==> config.mk <==
export PLATFORM = sky130hd
export DESIGN_NAME = pipe_hazard_ctrl_flat
export DESIGN_NICKNAME = d
export VERILOG_FILES = /design/src/rtl/pipe_hazard_ctrl_if.sv /design/src/rtl/pipe_hazard_ctrl.sv /design/src/flat_wrapper.sv
export SDC_FILE = /design/constraint.sdc
export NUM_CORES = 1
export LEC_CHECK = 0
export ABC_AREA = 1
export CAP_MARGIN = 5
export CORE_MARGIN = 3
export CORE_UTILIZATION = 47
export DETAILED_ROUTE_END_ITERATION = 10
export PLACE_DENSITY = 0.88
export SKIP_LAST_GASP = 1
export SLEW_MARGIN = 10
export SYNTH_ARGS = -nofsm -noshare
export SYNTH_HDL_FRONTEND = slang
export SYNTH_SLANG_ARGS = --single-unit
==> constraint.sdc <==
create_clock -name clk -period 3.85 [get_ports clk]
set_clock_uncertainty 0.15 [all_clocks]
set_input_delay 1.155 -clock clk [delete_from_list [all_inputs] [get_ports clk]]
set_output_delay 1.155 -clock clk [all_outputs]
set_load 0.05 [all_outputs]
==> src/rtl/pipe_hazard_ctrl_if.sv <==
// Pipeline-side bundle for pipe_hazard_ctrl: ID/EX decode fields and data-memory
// handshake in, register write-enables/flushes and status out.
interface pipe_hazard_ctrl_if #(
    parameter int CNT_W = 16
);
    logic [4:0]       id_rs;
    logic [4:0]       id_rt;
    logic             id_uses_rt;
    logic [4:0]       ex_rd;
    logic             ex_regw;
    logic             ex_mem2r;
    logic             branch_taken;
    logic             dm_req;
    logic             dm_ready;

    logic             pc_we;
    logic             if_id_we;
    logic             if_id_flush;
    logic             id_ex_we;
    logic             id_ex_flush;
    logic             ex_mem_we;
    logic             mem_wb_bubble;
    logic             err;
    logic [CNT_W-1:0] stall_cycles;
    logic [1:0]       state;

    modport master (
        output id_rs, id_rt, id_uses_rt, ex_rd, ex_regw, ex_mem2r,
               branch_taken, dm_req, dm_ready,
        input  pc_we, if_id_we, if_id_flush, id_ex_we, id_ex_flush,
               ex_mem_we, mem_wb_bubble, err, stall_cycles, state
    );

    modport slave (
        input  id_rs, id_rt, id_uses_rt, ex_rd, ex_regw, ex_mem2r,
               branch_taken, dm_req, dm_ready,
        output pc_we, if_id_we, if_id_flush, id_ex_we, id_ex_flush,
               ex_mem_we, mem_wb_bubble, err, stall_cycles, state
    );
endinterface

==> src/rtl/pipe_hazard_ctrl.sv <==
// Stall/flush sequencer for the 5-stage pipeline: load-use bubbles, taken-branch
// squashes and data-memory wait freezes with a sticky timeout error.
module pipe_hazard_ctrl #(
    parameter int MEM_TIMEOUT = 16,
    parameter int CNT_W       = 16
) (
    input  logic              clk,
    input  logic              rst,
    pipe_hazard_ctrl_if.slave bus
);
    localparam int WC_W = $clog2(MEM_TIMEOUT) + 1;

    typedef enum logic [1:0] {
        RUN     = 2'd0,
        MEMWAIT = 2'd1,
        ERR     = 2'd2
    } state_t;

    state_t           st_q, st_nxt;
    logic [WC_W-1:0]  wait_cnt_q, wait_cnt_nxt;
    logic             err_q, err_nxt;
    logic [CNT_W-1:0] stall_q;

    logic busy;
    logic load_use;
    logic apply_hazards;

    logic pc_we, if_id_we, if_id_flush, id_ex_we, id_ex_flush, ex_mem_we, mem_wb_bubble;

    assign busy     = bus.dm_req & ~bus.dm_ready;
    assign load_use = bus.ex_mem2r & bus.ex_regw & (bus.ex_rd != 5'd0) &
                      ((bus.ex_rd == bus.id_rs) | (bus.id_uses_rt & (bus.ex_rd == bus.id_rt)));

    always_comb begin
        pc_we         = 1'b1;
        if_id_we      = 1'b1;
        if_id_flush   = 1'b0;
        id_ex_we      = 1'b1;
        id_ex_flush   = 1'b0;
        ex_mem_we     = 1'b1;
        mem_wb_bubble = 1'b0;
        st_nxt        = st_q;
        wait_cnt_nxt  = wait_cnt_q;
        err_nxt       = err_q;
        apply_hazards = 1'b0;

        unique case (st_q)
            RUN: begin
                if (busy) begin
                    pc_we         = 1'b0;
                    if_id_we      = 1'b0;
                    id_ex_we      = 1'b0;
                    ex_mem_we     = 1'b0;
                    mem_wb_bubble = 1'b1;
                    wait_cnt_nxt  = WC_W'(1);
                    st_nxt        = MEMWAIT;
                end else begin
                    apply_hazards = 1'b1;
                end
            end
            MEMWAIT: begin
                if (busy) begin
                    pc_we         = 1'b0;
                    if_id_we      = 1'b0;
                    id_ex_we      = 1'b0;
                    ex_mem_we     = 1'b0;
                    mem_wb_bubble = 1'b1;
                    if (wait_cnt_q == WC_W'(MEM_TIMEOUT - 1)) begin
                        st_nxt  = ERR;
                        err_nxt = 1'b1;
                    end else begin
                        wait_cnt_nxt = wait_cnt_q + WC_W'(1);
                    end
                end else begin
                    // ready or a dropped request both release; this cycle obeys RUN hazard rules
                    apply_hazards = 1'b1;
                    wait_cnt_nxt  = '0;
                    st_nxt        = RUN;
                end
            end
            ERR: begin
                pc_we         = 1'b0;
                if_id_we      = 1'b0;
                id_ex_we      = 1'b0;
                ex_mem_we     = 1'b0;
                mem_wb_bubble = 1'b1;
            end
            default: begin
                st_nxt = RUN;
            end
        endcase

        if (apply_hazards) begin
            if (bus.branch_taken) begin
                if_id_flush = 1'b1;
                id_ex_flush = 1'b1;
            end else if (load_use) begin
                pc_we       = 1'b0;
                if_id_we    = 1'b0;
                id_ex_flush = 1'b1;
            end
        end

        if (!rst) begin
            pc_we         = 1'b0;
            if_id_we      = 1'b0;
            if_id_flush   = 1'b0;
            id_ex_we      = 1'b0;
            id_ex_flush   = 1'b0;
            ex_mem_we     = 1'b0;
            mem_wb_bubble = 1'b0;
        end
    end

    always_ff @(posedge clk) begin
        if (!rst) begin
            st_q       <= RUN;
            wait_cnt_q <= '0;
            err_q      <= 1'b0;
            stall_q    <= '0;
        end else begin
            st_q       <= st_nxt;
            wait_cnt_q <= wait_cnt_nxt;
            err_q      <= err_nxt;
            if (!pc_we && (stall_q != '1)) begin
                stall_q <= stall_q + CNT_W'(1);
            end
        end
    end

    assign bus.pc_we         = pc_we;
    assign bus.if_id_we      = if_id_we;
    assign bus.if_id_flush   = if_id_flush;
    assign bus.id_ex_we      = id_ex_we;
    assign bus.id_ex_flush   = id_ex_flush;
    assign bus.ex_mem_we     = ex_mem_we;
    assign bus.mem_wb_bubble = mem_wb_bubble;
    assign bus.err           = err_q;
    assign bus.stall_cycles  = stall_q;
    assign bus.state         = st_q;
endmodule

==> src/flat_wrapper.sv <==
// flat-port wrapper written by rule: the top's interface ports become plain ports
module pipe_hazard_ctrl_flat 
#(
    parameter int MEM_TIMEOUT = 16,
    parameter int CNT_W       = 16
)
  (clk, rst, bus_id_rs, bus_id_rt, bus_id_uses_rt, bus_ex_rd, bus_ex_regw, bus_ex_mem2r, bus_branch_taken, bus_dm_req, bus_dm_ready, bus_pc_we, bus_if_id_we, bus_if_id_flush, bus_id_ex_we, bus_id_ex_flush, bus_ex_mem_we, bus_mem_wb_bubble, bus_err, bus_stall_cycles, bus_state);
  pipe_hazard_ctrl_if #(.CNT_W(CNT_W)) bus_i ();
  input  logic clk;
  input  logic rst;
  input wire logic [$bits(bus_i.id_rs)-1:0] bus_id_rs;
  input wire logic [$bits(bus_i.id_rt)-1:0] bus_id_rt;
  input wire logic [$bits(bus_i.id_uses_rt)-1:0] bus_id_uses_rt;
  input wire logic [$bits(bus_i.ex_rd)-1:0] bus_ex_rd;
  input wire logic [$bits(bus_i.ex_regw)-1:0] bus_ex_regw;
  input wire logic [$bits(bus_i.ex_mem2r)-1:0] bus_ex_mem2r;
  input wire logic [$bits(bus_i.branch_taken)-1:0] bus_branch_taken;
  input wire logic [$bits(bus_i.dm_req)-1:0] bus_dm_req;
  input wire logic [$bits(bus_i.dm_ready)-1:0] bus_dm_ready;
  output wire logic [$bits(bus_i.pc_we)-1:0] bus_pc_we;
  output wire logic [$bits(bus_i.if_id_we)-1:0] bus_if_id_we;
  output wire logic [$bits(bus_i.if_id_flush)-1:0] bus_if_id_flush;
  output wire logic [$bits(bus_i.id_ex_we)-1:0] bus_id_ex_we;
  output wire logic [$bits(bus_i.id_ex_flush)-1:0] bus_id_ex_flush;
  output wire logic [$bits(bus_i.ex_mem_we)-1:0] bus_ex_mem_we;
  output wire logic [$bits(bus_i.mem_wb_bubble)-1:0] bus_mem_wb_bubble;
  output wire logic [$bits(bus_i.err)-1:0] bus_err;
  output wire logic [$bits(bus_i.stall_cycles)-1:0] bus_stall_cycles;
  output wire logic [$bits(bus_i.state)-1:0] bus_state;
  assign bus_i.id_rs = bus_id_rs;
  assign bus_i.id_rt = bus_id_rt;
  assign bus_i.id_uses_rt = bus_id_uses_rt;
  assign bus_i.ex_rd = bus_ex_rd;
  assign bus_i.ex_regw = bus_ex_regw;
  assign bus_i.ex_mem2r = bus_ex_mem2r;
  assign bus_i.branch_taken = bus_branch_taken;
  assign bus_i.dm_req = bus_dm_req;
  assign bus_i.dm_ready = bus_dm_ready;
  assign bus_pc_we = bus_i.pc_we;
  assign bus_if_id_we = bus_i.if_id_we;
  assign bus_if_id_flush = bus_i.if_id_flush;
  assign bus_id_ex_we = bus_i.id_ex_we;
  assign bus_id_ex_flush = bus_i.id_ex_flush;
  assign bus_ex_mem_we = bus_i.ex_mem_we;
  assign bus_mem_wb_bubble = bus_i.mem_wb_bubble;
  assign bus_err = bus_i.err;
  assign bus_stall_cycles = bus_i.stall_cycles;
  assign bus_state = bus_i.state;
  pipe_hazard_ctrl #(.MEM_TIMEOUT(MEM_TIMEOUT), .CNT_W(CNT_W)) u_core (.clk(clk), .rst(rst), .bus(bus_i));
endmodule
== Word level (Yosys, flattened, before mapping) ==
Cells that the tools add are included.

* Reduce and logical (&&, ||, !) cells: 9
* Shift operators: 0
* Eq/ne operators: 9
* Multiply operators: 0
* Bitwise logic cells: 8
* $lt $le $gt $ge: 0
* Divide/modulo/power cells: 0
* $add $sub $neg: 2
* Mux-type cells: 26

{| class="wikitable"
|+ Operator list
! operator !! number
|-
| 16-bit by 1-bit adder with 16-bit output, second input constant || 1
|-
| 1-bit 2-to-1 mux || 16
|-
| 16-bit inequality test, second input constant || 1
|-
| 5-bit 2-to-1 mux || 3
|-
| 5-bit == test || 2
|-
| 5-bit case mux with 2 select lines || 1
|-
| 3-bit AND reduction || 3
|-
| 2-bit 2-to-1 mux || 3
|-
| 3-bit inequality test, second input constant || 2
|-
| 2-bit case mux with 3 select lines || 1
|-
| 5-bit by 1-bit adder with 5-bit output, second input constant || 1
|-
| 1-bit AND || 5
|-
| 5-bit by 4-bit == test with 1-bit output, second input constant || 1
|-
| 5-bit nonzero test || 1
|-
| 1-bit case mux with 2 select lines || 2
|-
| 2-bit by 1-bit == test with 1-bit output, second input constant || 1
|-
| 2-bit == test, second input constant || 1
|-
| 2-bit logical NOT || 1
|-
| 2-bit by 1-bit inequality test with 1-bit output, second input constant || 1
|-
| 1-bit inverter || 2
|-
| 2-bit nonzero test || 1
|-
| 2-bit OR reduction || 1
|-
| 1-bit logical AND || 1
|-
| 1-bit logical NOT || 1
|-
| 1-bit OR || 1
|}

* Register bits after elaboration: 24
* Bits in writable memories: 0
* Input port bits: 23
* Memories kept: 0
* Output and inout bits: 26
* Latch bits: 0
* ROM bits: 0
* Word-level logic and storage cells: 58

== Longest topological paths before layout ==
Gate-level depths: netlist (run 1).

* Depth after elaboration: 10
* Depth in mapped cells: 12
* Depth with buffers taken out: 12

== Worst setup path after synthesis (run 1) ==
OpenSTA, ideal clock, no wires.

* Path type: input-to-output
* Start: input port bus_dm_req
* End: output port bus_pc_we
* Setup slack: -0.783 ns
* Stages on the path: 10
* Data required time: 2.545 ns
* Path buffers: 3
* Arrival: 3.328 ns
* Cell sequence: inv_1 nor2_1 nand2_1 nand2_1 nor2_1 nand2_1 buf_4 buf_2 inv_1 buf_4

* Word-level cells in the longest chain between the ends: 7
* Elaborated cells on any way between the ends: 8
* Classes of those cells: 7 x mux; 1 x bitwise

{| class="wikitable"
|+ RTL lines
! what !! line !! text
|-
| start: declaration || flat_wrapper.sv:18 || <nowiki>input wire logic [$bits(bus_i.dm_req)-1:0] bus_dm_req;</nowiki>
|-
| 1-bit AND (*) || pipe_hazard_ctrl.sv:30 || <nowiki>assign busy = bus.dm_req & ~bus.dm_ready;</nowiki>
|-
| 1-bit 2-to-1 mux (*) || -- ||
|-
| 1-bit case mux with 2 select lines || -- ||
|-
| 1-bit 2-to-1 mux (2 in series) || -- ||
|-
| 1-bit 2-to-1 mux (*) (2 in series) || -- ||
|-
| end: declaration || flat_wrapper.sv:20 || <nowiki>output wire logic [$bits(bus_i.pc_we)-1:0] bus_pc_we;</nowiki>
|}

Every way passes the cells marked *; elsewhere a longest branch is shown, timed or not.

== Worst setup path in the final report (run 1) ==
* Start: input port bus_dm_ready
* End: output port bus_pc_we

* Word-level cells in the longest chain between the ends: 8
* Elaborated cells on any way between the ends: 9
* Classes of those cells: 7 x mux; 2 x bitwise

{| class="wikitable"
|+ RTL lines
! what !! line !! text
|-
| start: declaration || flat_wrapper.sv:19 || <nowiki>input wire logic [$bits(bus_i.dm_ready)-1:0] bus_dm_ready;</nowiki>
|-
| 1-bit inverter (*) || pipe_hazard_ctrl.sv:30 ||
|-
| 1-bit AND (*) || pipe_hazard_ctrl.sv:30 ||
|-
| 1-bit 2-to-1 mux (*) || pipe_hazard_ctrl.sv:49, pipe_hazard_ctrl.sv:62 ||
|-
| 1-bit case mux with 2 select lines || pipe_hazard_ctrl.sv:47 || <nowiki>unique case (st_q)</nowiki>
|-
| 1-bit 2-to-1 mux || pipe_hazard_ctrl.sv:97 || <nowiki>end else if (load_use) begin</nowiki>
|-
| 1-bit 2-to-1 mux || pipe_hazard_ctrl.sv:94 || <nowiki>if (bus.branch_taken) begin</nowiki>
|-
| 1-bit 2-to-1 mux (*) || pipe_hazard_ctrl.sv:93 || <nowiki>if (apply_hazards) begin</nowiki>
|-
| 1-bit 2-to-1 mux (*) || pipe_hazard_ctrl.sv:104 || <nowiki>if (!rst) begin</nowiki>
|}

Marks and branches as above.

==> results of run 1 <==
-- worst reg2reg max path: stages (launching register included) --
cell and delay [ns]:
dfxtp_1 0.44, ha_1 0.27, nand2_1 0.11, nor2_4 0.17
nand3_2 0.12, nor3_4 0.19, nand3_4 0.24, nand2_4 0.25
nand2_1 0.10, a21oi_1 0.14
-- flip-flops by register name, indices dropped and copies added, names as in the netlist --
name / flops
u_core.bus.stall_cycles: 16
u_core.bus.state: 2
u_core.wait_cnt_q: 5
u_core.bus.err: 1
-- worst min path at each step --
| stage | cells after the start | startpoint | endpoint | slack (ns) |
|---|---|---|---|---|
| 2_1_floorplan | 2 | u_core.wait_cnt_q[4] | u_core.wait_cnt_q[4] | 0.33 |
| 3_3_place_gp | 1 | u_core.bus.state[0] | u_core.bus.state[0] | 0.30 |
| 3_5_place_dp | 1 | u_core.bus.state[0] | u_core.bus.state[0] | 0.32 |
| 4_1_cts | 1 | u_core.bus.state[0] | u_core.bus.state[0] | 0.33 |
| 5_1_grt | 2 | u_core.wait_cnt_q[4] | u_core.wait_cnt_q[4] | 0.37 |
| 6_report | 1 | u_core.bus.state[0] | u_core.bus.state[0] | 0.33 |
-- cells in the mapped netlist, drive strengths merged --
| cell type | n | area (um2) |
|---|---|---|
| nand2 | 64 | 248 |
| a211oi | 2 | 15.0 |
| nor3b | 1 | 7.51 |
| nor3 | 7 | 46.3 |
| nor2 | 33 | 131 |
| inv | 35 | 131 |
| ha | 3 | 37.5 |
| dfxtp | 24 | 480 |
| clkbuf | 2 | 7.51 |
| xnor2 | 7 | 61.3 |
| a21oi | 19 | 95.1 |
| buf | 6 | 43.8 |
| xor2 | 8 | 70.1 |
| nand3 | 30 | 173 |
| o21ai | 5 | 25.0 |
| nand4 | 3 | 18.8 |
-- where the power goes --
| group | internal, uW | switching (uW) | total [uW] |
|---|---|---|---|
| clock | 57.9 | 79.3 | 137 |
| sequential | 254 | 5.97 | 260 |
| combinational | 60.9 | 76.8 | 138 |
| total | 373 | 162 | 535 |
-- layout make-up --
class | count | area [um2]
clock buffers | 4 | 36.3
fillers | 262 | 852
inverters | 35 | 135
multi-input cells | 182 | 967
flip-flops and latches | 24 | 480
well taps | 44 | 55.1
repair buffers | 56 | 627
-- layout by cell type, fill, tap and decap left out, drive strengths merged, types with 7 or more instances in the layout --
| cell type | n |
|---|---|
| a21oi | 19 |
| buf | 14 |
| clkdlybuf4s50 | 26 |
| dfxtp | 24 |
| dlygate4sd2 | 7 |
| dlymetal6s2s | 8 |
| inv | 34 |
| nand2 | 64 |
| nand3 | 30 |
| nor2 | 33 |
| nor3 | 7 |
| xnor2 | 7 |
| xor2 | 8 |
-- cell families after synthesis --
kind of cell	after synthesis	share of synthesized area, %
AOI/OAI and AO/OA	26	8.49
xor gates and xnor gates	15	8.25
adders and majority gates	3	2.36
buffers and inverters	43	11.5
DFF	24	30.2
and+or+nand+nor	138	39.2
-- metrics by stage --
stage / setup TNS (ns) / instance area, um2 / std cells / total power [uW] / setup slack (ns)
6_report: 0 / 2300 / 345 / 535 / 0.132
4_1_cts: 0 / 2260 / 344 / 536 / 0.00874
5_1_grt: 0 / 2300 / 345 / 561 / 0.000404
2_1_floorplan: -0.0607 / 1630 / 249 / 342 / -0.0607
3_5_place_dp: -0.174 / 2220 / 340 / 403 / -0.0841
3_3_place_gp: -0.161 / 2220 / 340 / 401 / -0.0808
-- routing by layer --
| layer | share of wire (%) | track usage, % | vias to the layer above |
|---|---|---|---|
| li1 | - | - | 887 |
| met2 | 48 | 36.1 | 59 |
| met4 | 1.7 | 7.65 | 0 |
| met3 | 6.0 | 3.34 | 9 |
| met1 | 44 | 26.6 | 797 |
| met5 | 0 | 0 | - |
-- what timing repair did --
action | 4_1_cts | 5_1_grt
pin swaps | 5 | 9
hold buffers | 0 | 0
buffers inserted | 0 | 1
resized for setup | 10 | 11
endpoints found under the setup margin | 3 | 3
==> impl_metrics.toml, run 1 <==
[placement]
dp_hpwl_um = 3030
gp_congestion = 0.929
port_buffers = 48

[setup_path]
r2r_slack_ns = 1.61
worstPathMaxFanout = 3
worst-path-buf-inv = 4
slowest_delay_ns = 0.45
worstPathArrival_ns = 2.41
path_delay_family = "buffers and inverters"
criticalPathCategory = "primary input to output pin"
slowest_stage = "clkdlybuf4s50_1"
cp.depth = 9
path_cells = "clkdlybuf4s50_1 -> nor2_1 -> inv_1 -> nand2_1 -> nor2_1 -> nand3_2 -> nand2_4 -> clkinvlp_4 -> buf_12"
critPathCapture = "bus_pc_we"
r2r_start = "u_core.bus.stall_cycles[0]"
worstSetupStartpointType = "primary input"
ff2ff_path_depth = 9
crit_start = "bus_dm_ready"
critPathCaptureType = "output pin"
path_common_cell = "nor2_1"
r2r-end = "u_core.bus.stall_cycles[10]"
required_ns = 2.54

[hold_path]
hold_class = "register to register"

[detailed_routing]
ant_nets = 0
vias = 1752
drt-total-wl_um = 4060
first_pass_iters = 4
viasPerCell = 5.08
route.detailed.drc = 0
drt_iter0_markers = 119
wl_per_cell_um = 11.8

[outcome]
status = "finished, final reports clean"

[sta]
hold_violations = 0
post-route-min-period_ns = 3.72
slew_headroom_pct = 66.0
drv_slew = 0
tightest_slew_ns = 0.508
finalSetupViolCount = 0
period_share_pct = 96.6
hold_ws_ns = 0.335
fmax_ghz = 0.269
rsz0062_at_grt = "no"

[cells_and_area]
drive_gt1_share_pct = 11.3
antenna_cells = 0
syn_to_final_growth_pct = 44.6
num-nets-final = 328
final_core_util_pct = 73.0

[power_and_ir_drop]
ir_drop_mv = 0.204
pwr_density_cell_mw_per_mm2 = 232
p_leak_uw = 0.00104

[die]
fp-row-count = 20
die-area_mm2 = 0.00412
pin_count = 49
die-width_um = 64.2
coreArea_mm2 = 0.00315
initial_core_util_pct = 50.5
die_h_um = 64.2

[synth]
netlist_instances = 249
ys_seq_area_share_pct = 30.2
yosysUniqueCellTypes = 23
synth_nets = 275
yosys_warnings = 0
synth_area_mm2 = 0.00159
ys_seq_elements = 24
syn_area_per_cell_um2 = 6.39

[clocking]
path_clk_slew_ns = 0.13
htree_levels = 1
cts_sinks = 24
cts_tree = "done"
cts_max_path_buffers = 2
clock_tree.root_cell = "clkbuf_4"
numCtsBuffers = 3
clock_latency_ns = 0.32

[global_route]
grt_max_degree = 20
grt_pass1_wl_um = 7100
grt.total_usage_pct = 21.1
antenna_found_initial = 0
grt_pass1_vias = 1664
overflow = 0

[run]
drv_cap = 0
Power figures use the tool's default switching activity.
==> run 2: changes to the inputs <==
--- a/config.mk
+++ b/config.mk
@@ -7,7 +7,7 @@
 export LEC_CHECK = 0
 export ABC_AREA = 1
 export CAP_MARGIN = 5
-export CORE_MARGIN = 3
+export CORE_MARGIN = 4
 export CORE_UTILIZATION = 47
 export DETAILED_ROUTE_END_ITERATION = 10
 export PLACE_DENSITY = 0.88
==> impl_metrics.toml, run 2 (same netlist as run 1, synthesis figures left out) <==
[detailed_routing]
route.detailed.drc = 0
wl_per_cell_um = 12.4
drt_iter0_markers = 93
ant_nets = 0
first_pass_iters = 4
viasPerCell = 5.12
drt-total-wl_um = 4270
vias = 1767

[die]
pin_count = 49
die-width_um = 66.2
die-area_mm2 = 0.00438
fp-row-count = 20
initial_core_util_pct = 50.5
die_h_um = 66.2
coreArea_mm2 = 0.00315

[power_and_ir_drop]
p_comb_share_pct = 27.6
seqPwrFrac_pct = 50.7
ir_drop_mv = 0.238
clock_power_share_pct = 21.7
p_leak_uw = 0.00104
p_sw_share_pct = 31.2
pwr_density_cell_mw_per_mm2 = 223
p_int_uw = 353
switching_power_uw = 160

[run]
drv_cap = 0

[sta]
drv_slew = 0
hold_violations = 0
finalSetupViolCount = 0
post-route-min-period_ns = 3.75
fmax_ghz = 0.267
period_share_pct = 97.4
slew_headroom_pct = 66.4
hold_ws_ns = 0.329
setup_tns_ns = 0
tightest_slew_ns = 0.503
rsz0062_at_grt = "no"

[clocking]
path_clk_slew_ns = 0.11
cts_max_path_buffers = 2
cts_sinks = 24
cts_hold_buf = 0
clock_latency_ns = 0.32
numCtsBuffers = 3
clock_tree.root_cell = "clkbuf_4"
cts_tree = "done"
htree_levels = 1

[placement]
dp_hpwl_um = 3170
port_buffers = 48
gp_congestion = 0.928
dp.cells = 340

[setup_path]
worstPathMaxFanout = 3
worstPathArrival_ns = 2.45
critPathCaptureType = "output pin"
worstSetupStartpointType = "primary input"
criticalPathCategory = "primary input to output pin"
required_ns = 2.54

[cells_and_area]
layout_commonest_cell = "nand2_1"
fin_cells = 345
antenna_cells = 0
drive_gt1_share_pct = 12.3
largest_reg_flops = 16
final_cell_mix = "nand2_1 (60), inv_1 (34), nor2_1 (28)"
syn_to_final_growth_pct = 44.7
num-nets-final = 329

[global_route]
grt_pass1_wl_um = 7090
overflow = 0
grt.total_usage_pct = 20.0
antenna_found_initial = 0
grt_pass1_vias = 1698
grt_max_degree = 20

[outcome]
status = "finished, final reports clean"

[hold_path]
hold_class = "register to register"
run 2: cell type report:
class                   instances  area (um2)
multi-input cells             182         976
well taps                      44        55.1
clock buffers                   3        22.5
flip-flops and latches         24         480
repair buffers                 57         634
inverters                      35         135
fillers                       270         850
run 2: layer usage:
| metal | track usage (%) | part of all wire, % | vias up |
|---|---|---|---|
| li1 | - | - | 888 |
| met3 | 2.55 | 6.9 | 10 |
| met4 | 8.38 | 1.8 | 0 |
| met2 | 34.9 | 50 | 71 |
| met5 | 0 | 0 | - |
| met1 | 24.4 | 42 | 798 |
run 2: power by group through the flow:
stage | combinational (uW) | sequential, uW | clock [uW]
floorplan | 67.9 | 274 | 0
global placement | 137 | 265 | 0
detailed placement | 139 | 265 | 0
CTS | 139 | 260 | 113
global route | 152 | 261 | 121
finish | 142 | 260 | 111
run 2: per-stage QoR:
stage          total power, uW  worst slack [ns]  util, %  cell area (um2)
4_1_cts                    513          0.000471     71.4             2250
3_3_place_gp               401           -0.0640     70.5             2220
5_1_grt                    534            0.0118     73.1             2300
2_1_floorplan              342           -0.0607        -             1630
6_report                   513            0.0992     73.1             2300
3_5_place_dp               405           -0.0659     70.5             2220
run 2: repair_timing:
action,in CTS,in global routing
gates resized for setup,6,16
setup endpoints to repair,3,3
pin swaps,5,8
endpoints found under the hold margin,0,0
setup buffers,1,1
run 2: worst paths after layout:
path	slack [ns]	cells after the start	from	end
setup reg to reg	1.64	9	u_core.bus.stall_cycles[0]	u_core.bus.stall_cycles[1]
hold / removal	0.33	1	u_core.bus.state[0]	u_core.bus.state[0]
setup / recovery	0.1	9	bus_dm_ready	bus_pc_we
hold reg to reg	0.33	1	u_core.bus.state[0]	u_core.bus.state[0]
run 2: worst max-delay path, cell delays in order:
cell             delay (ns)
clkdlybuf4s50_1        0.45
nor2_1                 0.05
inv_1                  0.10
nand2_1                0.08
nor2_1                 0.13
nand3_2                0.11
nand2_4                0.08
clkinvlp_4             0.12
buf_12                 0.17
==> run 3: changes to the inputs <==
--- a/config.mk
+++ b/config.mk
@@ -7,10 +7,10 @@
 export LEC_CHECK = 0
 export ABC_AREA = 1
 export CAP_MARGIN = 5
-export CORE_MARGIN = 4
-export CORE_UTILIZATION = 47
+export CORE_UTILIZATION = 48
+export CTS_BUF_LIST = sky130_fd_sc_hd__clkbuf_2 sky130_fd_sc_hd__clkbuf_4 sky130_fd_sc_hd__clkbuf_8
 export DETAILED_ROUTE_END_ITERATION = 10
-export PLACE_DENSITY = 0.88
+export PLACE_DENSITY = 0.9
 export SKIP_LAST_GASP = 1
 export SLEW_MARGIN = 10
 export SYNTH_ARGS = -nofsm -noshare
==> impl_metrics.toml, run 3 (same netlist as run 1, synthesis figures left out) <==
[outcome]
status = "finished, final reports clean"

[die]
pin_count = 49
die-area_mm2 = 0.00355
die-width_um = 59.6
coreArea_mm2 = 0.00310
initial_core_util_pct = 51.3
fp-row-count = 20
die_h_um = 59.6

[sta]
hold_ws_ns = 0.330
rsz0062_at_grt = "no"
tightest_slew_ns = 0.502
fmax_ghz = 0.264
finalSetupViolCount = 0
post-route-min-period_ns = 3.79
setup_tns_ns = 0
period_share_pct = 98.4
slew_headroom_pct = 66.4
hold_violations = 0
drv_slew = 0

[setup_path]
r2r_slack_ns = 1.63
crit_start = "bus_dm_req"
required_ns = 2.54
r2r_start = "u_core.bus.stall_cycles[0]"
worstSetupStartpointType = "primary input"
criticalPathCategory = "primary input to output pin"
critPathCapture = "bus_mem_wb_bubble"
worstPathArrival_ns = 2.48
critPathCaptureType = "output pin"
worstPathMaxFanout = 4
r2r-end = "u_core.bus.stall_cycles[8]"
ff2ff_path_depth = 9

[clocking]
path_clk_slew_ns = 0.12
cts_hold_buf = 0
postCtsSetupRepairBufs = 0
cts_sinks = 24
clock_latency_ns = 0.31
cts_tree = "done"
clock_tree.root_cell = "clkbuf_4"
numCtsBuffers = 3
cts_max_path_buffers = 2
htree_levels = 1

[cells_and_area]
final_cell_mix = "nand2_1 (62), inv_1 (34), nor2_1 (31)"
drive_gt1_share_pct = 9.70
fillCellCount = 274
num-nets-final = 327
final_core_util_pct = 72.8
antenna_cells = 0
syn_to_final_growth_pct = 42.0
register_area_um2 = 480
multiInputGateArea_um2 = 958
layout_commonest_cell = "nand2_1"
largest_reg_flops = 16

[placement]
port_buffers = 48
gp_congestion = 0.863
dp_hpwl_um = 3180

[global_route]
grt.total_usage_pct = 23.6
overflow = 0
grt_max_degree = 20
grt_pass1_vias = 1548
grt_pass1_wl_um = 6330
antenna_found_initial = 0

[power_and_ir_drop]
p_leak_uw = 0.00101
ir_drop_mv = 0.220
pwr_density_cell_mw_per_mm2 = 223

[detailed_routing]
first_pass_iters = 4
wl_met3_um = 277
viasPerCell = 5.10
wl_per_cell_um = 12.0
wl_met1_um = 1730
highest_layer = "met4"
drt-total-wl_um = 4120
drt_iter0_markers = 66
vias = 1750
ant_nets = 0
route.detailed.drc = 0
route.met2.wl_um = 2030

[hold_path]
hold_start = "u_core.bus.state[0]"
hold_class = "register to register"
hold-path-cell-count = 1

[run]
drv_cap = 0
run 3: worst min path at each step:
| stage | endpoint | slack (ns) |
|---|---|---|
| final | u_core.bus.state[0] | 0.33 |
| after global routing | u_core.bus.state[0] | 0.35 |
| after CTS | u_core.bus.state[0] | 0.33 |
| after detailed placement | u_core.bus.state[0] | 0.31 |
| after global placement | u_core.bus.state[0] | 0.30 |
| after floorplan | u_core.wait_cnt_q[4] | 0.33 |
run 3: layout make-up:
type,instances,area share (%)
Multi-Input combinational cell,182,42.4
Clock buffer,3,0.997
Sequential cell,24,21.3
Inverter,35,5.98
Tap cell,44,2.44
Timing Repair Buffer,55,26.9
run 3: metal layers:
layer / track usage, % / vias to the layer above
li1: - / 886
met1: 28.0 / 794
met2: 41.3 / 60
met3: 3.49 / 10
met4: 11.3 / 0
met5: 0 / -
run 3: stage by stage:
| step | area (um2) | power (uW) | std cells | setup slack (ns) |
|---|---|---|---|---|
| floorplan | 1630 | 342 | 249 | -0.0607 |
| global placement | 2220 | 401 | 340 | -0.0837 |
| detailed placement | 2220 | 404 | 340 | -0.106 |
| CTS | 2240 | 511 | 343 | 0.000773 |
| global route | 2260 | 532 | 343 | 0.0141 |
| finish | 2260 | 505 | 343 | 0.0631 |
run 3: worst max-delay path, stage by stage:
cell	delay, ns
clkdlybuf4s50_1	0.45
inv_1	0.04
nor2_1	0.13
nand2_1	0.09
buf_4	0.15
a21oi_1	0.27
buf_12	0.18
run 3: power by group:
| part | total [uW] | internal, uW | switching (uW) |
|---|---|---|---|
| clock network | 108 | 36.6 | 71.2 |
| logic | 137 | 59.6 | 77.4 |
| registers | 260 | 254 | 6.09 |
| total | 505 | 350 | 155 |
run 3: repair_timing:
item / 4_1_cts / 5_1_grt
gates resized for setup: 9 / 7
pin swaps: 4 / 6
endpoints found under the setup margin: 3 / 3
